File: config.mk
export PLATFORM = sky130hd
export DESIGN_NAME = md_issue_ctrl
export DESIGN_NICKNAME = d
export VERILOG_FILES = /design/src/rtl/md_issue_ctrl.sv
export SDC_FILE = /design/constraint.sdc
export NUM_CORES = 1
export LEC_CHECK = 0
export CORE_MARGIN = 2
export CORE_UTILIZATION = 33
export DETAILED_ROUTE_END_ITERATION = 6
export HOLD_SLACK_MARGIN = 0.15
export PLACE_DENSITY = 0.8
export SLEW_MARGIN = 20
export SYNTH_ARGS = -nofsm -noshare
export SYNTH_HDL_FRONTEND = slang
export SYNTH_SLANG_ARGS = --single-unit
File: constraint.sdc
create_clock -name clk -period 2.29 [get_ports clk]
set_input_delay 0.5725 -clock clk [delete_from_list [all_inputs] [get_ports clk]]
set_output_delay 0.5725 -clock clk [all_outputs]
set_load 0.02 [all_outputs]
File: src/rtl/md_issue_ctrl.sv
// md_issue_ctrl: D/E-boundary issue controller for the multiply/divide unit.
// Holds the E-stage MD op register, drives the MD unit start/op/operands,
// tracks MD occupancy with a shadow latency counter and stalls D when an
// MD-class instruction would reach a busy unit. The shadow counter is
// cross-checked against the MD unit's own busy flag (sticky o_err).
//
// Optional feature macro: MD_PERF_EN (stall/issue performance counters).
//
// Ports:
//   clk, reset           clock, synchronous active-high reset
//   i_d_valid            D-stage instruction valid
//   i_d_md_op[3:0]       D-stage MD op (0..3 start, 4..5 move-to, 6..7 move-from, 8..15 none)
//   i_d_rs_val/rt_val    forwarded operands
//   i_md_busy            busy flag from the MD unit
//   o_stall_d            freeze PC/IF/D, bubble into E (combinational)
//   o_md_start           start pulse to MD unit
//   o_md_op/srca/srcb    E-register op and operands to MD unit
//   o_md_occupied        shadow busy (remaining latency != 0)
//   o_err                sticky shadow/unit busy mismatch
//   o_perf_stall_cnt     MD stall cycles (0 unless MD_PERF_EN)
//   o_perf_issue_cnt     start ops issued (0 unless MD_PERF_EN)
module md_issue_ctrl #(
  parameter int unsigned MULT_LAT = 5,
  parameter int unsigned DIV_LAT  = 10
) (
  input  logic        clk,
  input  logic        reset,
  input  logic        i_d_valid,
  input  logic [3:0]  i_d_md_op,
  input  logic [31:0] i_d_rs_val,
  input  logic [31:0] i_d_rt_val,
  input  logic        i_md_busy,
  output logic        o_stall_d,
  output logic        o_md_start,
  output logic [3:0]  o_md_op,
  output logic [31:0] o_md_srca,
  output logic [31:0] o_md_srcb,
  output logic        o_md_occupied,
  output logic        o_err,
  output logic [31:0] o_perf_stall_cnt,
  output logic [31:0] o_perf_issue_cnt
);

  localparam int unsigned OP_W   = 4;
  localparam int unsigned DATA_W = 32;
  localparam int unsigned REM_W  = 4;

  localparam logic [OP_W-1:0]  OP_NONE    = OP_W'(8);
  localparam logic [REM_W-1:0] MULT_LAT_C = REM_W'(MULT_LAT);
  localparam logic [REM_W-1:0] DIV_LAT_C  = REM_W'(DIV_LAT);

  logic [OP_W-1:0]   r_e_op;
  logic [DATA_W-1:0] r_e_a;
  logic [DATA_W-1:0] r_e_b;
  logic [REM_W-1:0]  r_rem;
  logic              r_err;

  logic w_e_start;
  logic w_occupied;
  logic w_busy_now;
  logic w_d_is_md;
  logic w_stall_d;

  // Op classes: 0..3 start the unit, 4..7 are moves, 8..15 are not MD ops.
  assign w_e_start  = (r_e_op[3:2] == 2'b00);
  assign w_d_is_md  = ~i_d_md_op[3];
  assign w_occupied = (r_rem != '0);
  // Busy from registered state only, so the stall has no input-to-input path
  // through the MD unit.
  assign w_busy_now = w_e_start | w_occupied;
  assign w_stall_d  = i_d_valid & w_d_is_md & w_busy_now;

  // E-stage op register: load from D, or insert a bubble on stall/invalid.
  always_ff @(posedge clk) begin
    if (reset) begin
      r_e_op <= OP_NONE;
      r_e_a  <= '0;
      r_e_b  <= '0;
    end else if (i_d_valid && !w_stall_d && w_d_is_md) begin
      r_e_op <= i_d_md_op;
      r_e_a  <= i_d_rs_val;
      r_e_b  <= i_d_rt_val;
    end else begin
      r_e_op <= OP_NONE;
      r_e_a  <= '0;
      r_e_b  <= '0;
    end
  end

  // Shadow latency counter: loaded as the unit latches the op, then counts
  // down to hit zero on the same edge the unit drops busy.
  always_ff @(posedge clk) begin
    if (reset) begin
      r_rem <= '0;
    end else if (w_e_start) begin
      r_rem <= r_e_op[1] ? DIV_LAT_C : MULT_LAT_C;
    end else if (w_occupied) begin
      r_rem <= r_rem - REM_W'(1);
    end
  end

  // Sticky mismatch between shadow occupancy and the unit's busy flag.
  always_ff @(posedge clk) begin
    if (reset) begin
      r_err <= 1'b0;
    end else if (i_md_busy != w_occupied) begin
      r_err <= 1'b1;
    end
  end

`ifdef MD_PERF_EN
  logic [31:0] r_perf_stall_cnt;
  logic [31:0] r_perf_issue_cnt;

  // Free-running event counters; wrap naturally at 2^32.
  always_ff @(posedge clk) begin
    if (reset) begin
      r_perf_stall_cnt <= '0;
      r_perf_issue_cnt <= '0;
    end else begin
      if (w_stall_d) r_perf_stall_cnt <= r_perf_stall_cnt + 32'd1;
      if (w_e_start) r_perf_issue_cnt <= r_perf_issue_cnt + 32'd1;
    end
  end

  assign o_perf_stall_cnt = r_perf_stall_cnt;
  assign o_perf_issue_cnt = r_perf_issue_cnt;
`else
  assign o_perf_stall_cnt = '0;
  assign o_perf_issue_cnt = '0;
`endif

  assign o_stall_d     = w_stall_d;
  assign o_md_start    = w_e_start;
  assign o_md_op       = r_e_op;
  assign o_md_srca     = r_e_a;
  assign o_md_srcb     = r_e_b;
  assign o_md_occupied = w_occupied;
  assign o_err         = r_err;

endmodule

==> flow_metrics.env, run 1 <==
export IMPL_layout_common_cells="141 x clkdlybuf4s50_1, 71 x dfxtp_1, 68 x and2_1"
export IMPL_syn_inst=243
export IMPL_clock_latency_ns=0.34
export IMPL_p_leak_nw=1.74
export IMPL_powerDensity_nw_per_um2=863
export IMPL_grt_antenna_before_repair=0
export IMPL_clockRootBuffer="clkbuf_8"
export IMPL_gp_congestion=0.757
export IMPL_rows=32
export IMPL_p_total_mw=3.60
export IMPL_dr_wl_met3_um=705
export IMPL_grt_overflow=0
export IMPL_hold_path_class="flip-flop to flip-flop"
export IMPL_report_final_slew_viol_count=0
export IMPL_htreeDepth=3
export IMPL_area_delta_synth_final_pct=59.1
export IMPL_clock_path_buffers=2
export IMPL_synth_seq_cells=73
export IMPL_routed_wl_um=6030
export IMPL_fin_skew_ns=0.00833
export IMPL_fmax_mhz=459
export IMPL_routed_top_layer="met4"
export IMPL_grt_max_degree=48
export IMPL_io_pin_count=208
export IMPL_first_global_vias=1782
export IMPL_start_util=0.340
export IMPL_drt_iter0_drc=22
export IMPL_diodes=0
export IMPL_placement_io_buffers=143
export IMPL_hold_start="o_err"
export IMPL_startpoint="r_rem[0]"
export IMPL_dieArea_um2=8680
export IMPL_critical_path_class="flip-flop to output pin"
export IMPL_ys_seq_area_frac=0.557
export IMPL_die_h_um=93.2
export IMPL_ys_types=24
export IMPL_reg2regPathDepth=7
export IMPL_ant_nets=0
export IMPL_layout_commonest_cell="clkdlybuf4s50_1"
export IMPL_async_reset_ff_frac=0
export IMPL_syn_area_um2=2620
export IMPL_die_x_um=93.2
export IMPL_required_ns=1.72
export IMPL_numCtsBuffers=9
export IMPL_drt_first_pass_iters=4
export IMPL_place_area_um2=3930
export IMPL_clock_sinks=73
export IMPL_rrSetupSlack_ns=0.33
export IMPL_cts_tree="done"
export IMPL_finalCritPeriodShare=0.951
export IMPL_via_per_inst=3.84
export IMPL_cp_end_kind="output pin"
export IMPL_syn_avg_cell_area_um2=10.8
export IMPL_r2r_start="r_rem[0]"
export IMPL_r2r_end="o_md_srca[20]"
export IMPL_cp_max_fo=5
export IMPL_vdd_drop_max_mv=0.311
export IMPL_synth_edf_count=0
export IMPL_m1WireLength_um=2230
export IMPL_grt_setup_unrepaired="no"
export IMPL_yosysWarnings=0
export IMPL_wl_met2_um=2990
export IMPL_fin_area_um2=4180
export IMPL_status="complete, no violations"
export IMPL_drive_gt1_frac=0.0729
export IMPL_hold_violations=0
export IMPL_crit_path_end="o_stall_d"
export IMPL_drv_cap=0
export IMPL_vias=1921
export IMPL_synthFlopType="dfxtp_1"
export IMPL_clkTransAtPathRegs_ns=0.08
export IMPL_dp_cells=484
export IMPL_nets=466
export IMPL_critPathArrivalTime_ns=1.61
export IMPL_track_usage=0.135
export IMPL_fin_crit_ns=2.18
export IMPL_stdcell_count=500
export IMPL_fin_util=0.540
export IMPL_setup_violations=0
export IMPL_place_hpwl_um=4800
export IMPL_core_area_um2=7730
export IMPL_route_detailed_drc=0
export IMPL_avgRoutedWirePerCell_um=12.1
export IMPL_critPathLaunchType="flip-flop"
export IMPL_grt_pass1_wl_um=8780
-- worst min path at each step --
stage                     endpoint  depth (start not counted)
after floorplan           r_rem[2]                          2
after global routing         o_err                          2
final                        o_err                          2
after detailed placement     o_err                          2
after global placement       o_err                          2
after CTS                    o_err                          2
-- critical path, stage by stage (launching register included) --
cell and delay (ns):
dfxtp_2 0.35, inv_1 0.06, ha_2 0.19, or3b_4 0.39, nor2_1 0.09, nor2_1 0.04
buf_2 0.15
-- stage by stage --
stage,hold WS [ns],worst slack (ns),TNS [ns]
2_1_floorplan,0.507,0.284,0
3_3_place_gp,0.441,-0.143,-0.143
3_5_place_dp,0.456,-0.116,-0.116
4_1_cts,0.468,0.0281,0
5_1_grt,0.497,0.0102,0
6_report,0.468,0.112,0
-- where the power goes --
part           leakage (nW)  switching, mW  internal (mW)
Clock                 0.121          0.499          0.735
Sequential            0.592         0.0656           1.39
Combinational          1.03          0.466          0.448
Total                  1.74           1.03           2.57
-- logic make-up (layout without fill, tap and decap cells) --
family | count (synthesis) | count (layout) | synth area share
adders and majority gates | 1 | 1 | 0.00477
other | 1 | 64 | 0.00143
DFF | 73 | 73 | 0.557
and+or+nand+nor | 82 | 82 | 0.198
AOI/OAI and AO/OA | 8 | 8 | 0.0219
buffers and inverters | 77 | 169 | 0.214
xor gates and xnor gates | 1 | 1 | 0.00334
-- synthesized netlist by cell type (2+ instances only) --
library cell	count	share of area
nand2b_1	2	0.0048
nor2_1	4	0.0057
inv_1	5	0.0072
buf_6	3	0.013
and2_1	68	0.16
clkbuf_2	4	0.0076
nor3_1	2	0.0038
buf_4	65	0.19
dfxtp_1	73	0.56
a21oi_1	3	0.0057
-- flip-flops by register name, summed over array words and instances, names as in the netlist --
register,count
o_md_op,4
o_md_srca,32
r_rem,4
o_err,1
o_md_srcb,32
-- layout make-up --
type / instances / area (um^2)
fillers: 675 / 3550
well taps: 102 / 128
repair buffers: 148 / 1470
inverters: 5 / 18.8
multi-input cells: 156 / 846
clock buffers: 9 / 124
flip-flops and latches: 73 / 1460
clock inverters: 7 / 124
-- routing by layer --
| metal | vias to the layer above | global-route usage |
|---|---|---|
| li1 | 921 | - |
| met1 | 854 | 0.137 |
| met2 | 138 | 0.240 |
| met3 | 8 | 0.0637 |
| met4 | 0 | 0.0551 |
| met5 | - | 0 |
-- what timing repair did --
action,4_1_cts,5_1_grt
gates resized for setup,7,5
setup buffers,0,0
endpoints found under the setup margin,2,3
hold buffers,0,0
Note: power is estimated with default switching activity, not from simulation.
==> run 2, diff against run 1 <==
ABC_AREA = 0   (was default)
==> results of run 2 <==
The final DEF is identical to that of run 1; final timing and power are the same.
==> run 3, diff against run 2 <==
clock period = 2.3 ns   (was 2.29 ns; I/O delays follow)
==> run 3 against run 2 <==
Design area fell by 0.60%. Combinational power fell by 1%. Setup slack got worse by 0.0048 ns. Clock power fell by 9.8%. Hold slack got worse by 0.018 ns. Sequential cell count did not move.
==> flow_metrics.env, run 3 (synthesized netlist as in run 1, its figures left out) <==
export IMPL_status="complete, no violations"
export IMPL_layout_commonest_cell="clkdlybuf4s50_1"
export IMPL_grt_pass1_wl_um=8540
export IMPL_drive_gt1_frac=0.0678
export IMPL_die_x_um=93.2
export IMPL_nets=466
export IMPL_rows=32
export IMPL_first_global_vias=1739
export IMPL_die_h_um=93.2
export IMPL_drv_cap=0
export IMPL_gp_congestion=0.756
export IMPL_required_ns=1.73
export IMPL_hold_buffers=0
export IMPL_grt_antenna_before_repair=0
export IMPL_ant_nets=0
export IMPL_area_delta_synth_final_pct=58.2
export IMPL_vdd_drop_max_mv=0.394
export IMPL_report_final_slew_viol_count=0
export IMPL_powerDensity_nw_per_um2=833
export IMPL_swShare=0.294
export IMPL_grt_overflow=0
export IMPL_hold_path_class="flip-flop to flip-flop"
export IMPL_max_stage_delay_ns=0.39
export IMPL_cts_tree="done"
export IMPL_via_per_inst=3.84
export IMPL_track_usage=0.132
export IMPL_diodes=0
export IMPL_grt_max_degree=48
export IMPL_cp_num_buf_inv=2
export IMPL_clock_path_buffers=2
export IMPL_p_leak_nw=1.73
export IMPL_drt_first_pass_iters=4
export IMPL_fin_util=0.537
export IMPL_dp_cells=484
export IMPL_drt_iter0_drc=20
export IMPL_critical_path_class="flip-flop to output pin"
export IMPL_place_hpwl_um=4720
export IMPL_avgRoutedWirePerCell_um=11.9
export IMPL_clock_latency_ns=0.34
export IMPL_cp_cell_sequence="inv_1 > ha_2 > or3b_4 > nor2_1 > nor2_1 > buf_2"
export IMPL_stdcell_count=500
export IMPL_cpLargestDelayFamily="simple AND/OR/NAND/NOR gates"
export IMPL_cp_end_kind="output pin"
export IMPL_numCtsBuffers=9
export IMPL_finalCritPeriodShare=0.953
export IMPL_fin_skew_ns=0.0120
export IMPL_slowest_stage="or3b_4"
export IMPL_critPathArrivalTime_ns=1.62
export IMPL_layout_common_cells="141 x clkdlybuf4s50_1, 73 x dfxtp_1, 68 x and2_1"
export IMPL_p_total_mw=3.46
export IMPL_power_switching_mw=1.02
export IMPL_io_pin_count=208
export IMPL_cpMostUsedCell="nor2_1"
export IMPL_fin_crit_ns=2.19
export IMPL_clockRootBuffer="clkbuf_8"
export IMPL_p_seq_frac=0.417
export IMPL_route_detailed_drc=0
export IMPL_htreeDepth=3
export IMPL_dieArea_um2=8680
export IMPL_core_area_um2=7730
export IMPL_p_comb_frac=0.261
export IMPL_hold_violations=0
export IMPL_critPathLaunchType="flip-flop"
export IMPL_p_int_mw=2.44
export IMPL_fmax_mhz=456
export IMPL_setup_violations=0
export IMPL_clock_sinks=73
export IMPL_placement_io_buffers=143
export IMPL_cp_max_fo=5
export IMPL_pwr_share_clk=0.321
export IMPL_tns_ns=0
export IMPL_routed_wl_um=5960
export IMPL_clkTransAtPathRegs_ns=0.08
export IMPL_grt_setup_unrepaired="no"
export IMPL_start_util=0.340
export IMPL_vias=1920
[run 3: worst paths after layout]
kind	startpoint	endpoint	slack (ns)	cells past startpoint
setup / recovery	r_rem[0]	o_stall_d	0.11	6
hold / removal	o_err	o_err	0.45	2
setup reg to reg	r_rem[0]	o_md_srcb[3]	0.34	7
hold reg to reg	o_err	o_err	0.45	2
[run 3: power by group through the flow]
stage	clock, mW	sequential (mW)	combinational [mW]
final	1.11	1.44	0.904
after global routing	1.21	1.45	0.973
after CTS	1.15	1.44	0.918
after detailed placement	0	1.47	0.913
after global placement	0	1.46	0.888
after floorplan	0	1.57	0.496
[run 3: cell type report]
cell class / count / area, um^2
Clock buffer: 9 / 124
Clock inverter: 7 / 101
Fill cell: 673 / 3580
Inverter: 5 / 18.8
Multi-Input combinational cell: 156 / 846
Sequential cell: 73 / 1460
Tap cell: 102 / 128
Timing Repair Buffer: 148 / 1470
[run 3: worst min-delay path: stages (launching register included)]
cell and delay [ns]:
dfxtp_1 0.31, inv_1 0.05, a21oi_1 0.05
[run 3: routing by layer]
metal | track usage | wire [um]
met5 | 0 | 0
met3 | 0.0637 | 757
met4 | 0.0674 | 140
met2 | 0.230 | 2970
met1 | 0.128 | 2100
[run 3: stage by stage]
stage / instance area, um^2 / worst slack (ns) / hold slack [ns]
floorplan: 2860 / 0.292 / 0.507
finish: 4150 / 0.107 / 0.450
CTS: 4150 / 0.0306 / 0.456
global route: 4150 / 0.00417 / 0.475
global placement: 3930 / -0.138 / 0.441
detailed placement: 3930 / -0.111 / 0.444
[run 3: repair_timing]
action	4_1_cts	5_1_grt
endpoints found under the setup margin	2	2
setup buffers	0	0
gates resized for setup	7	3
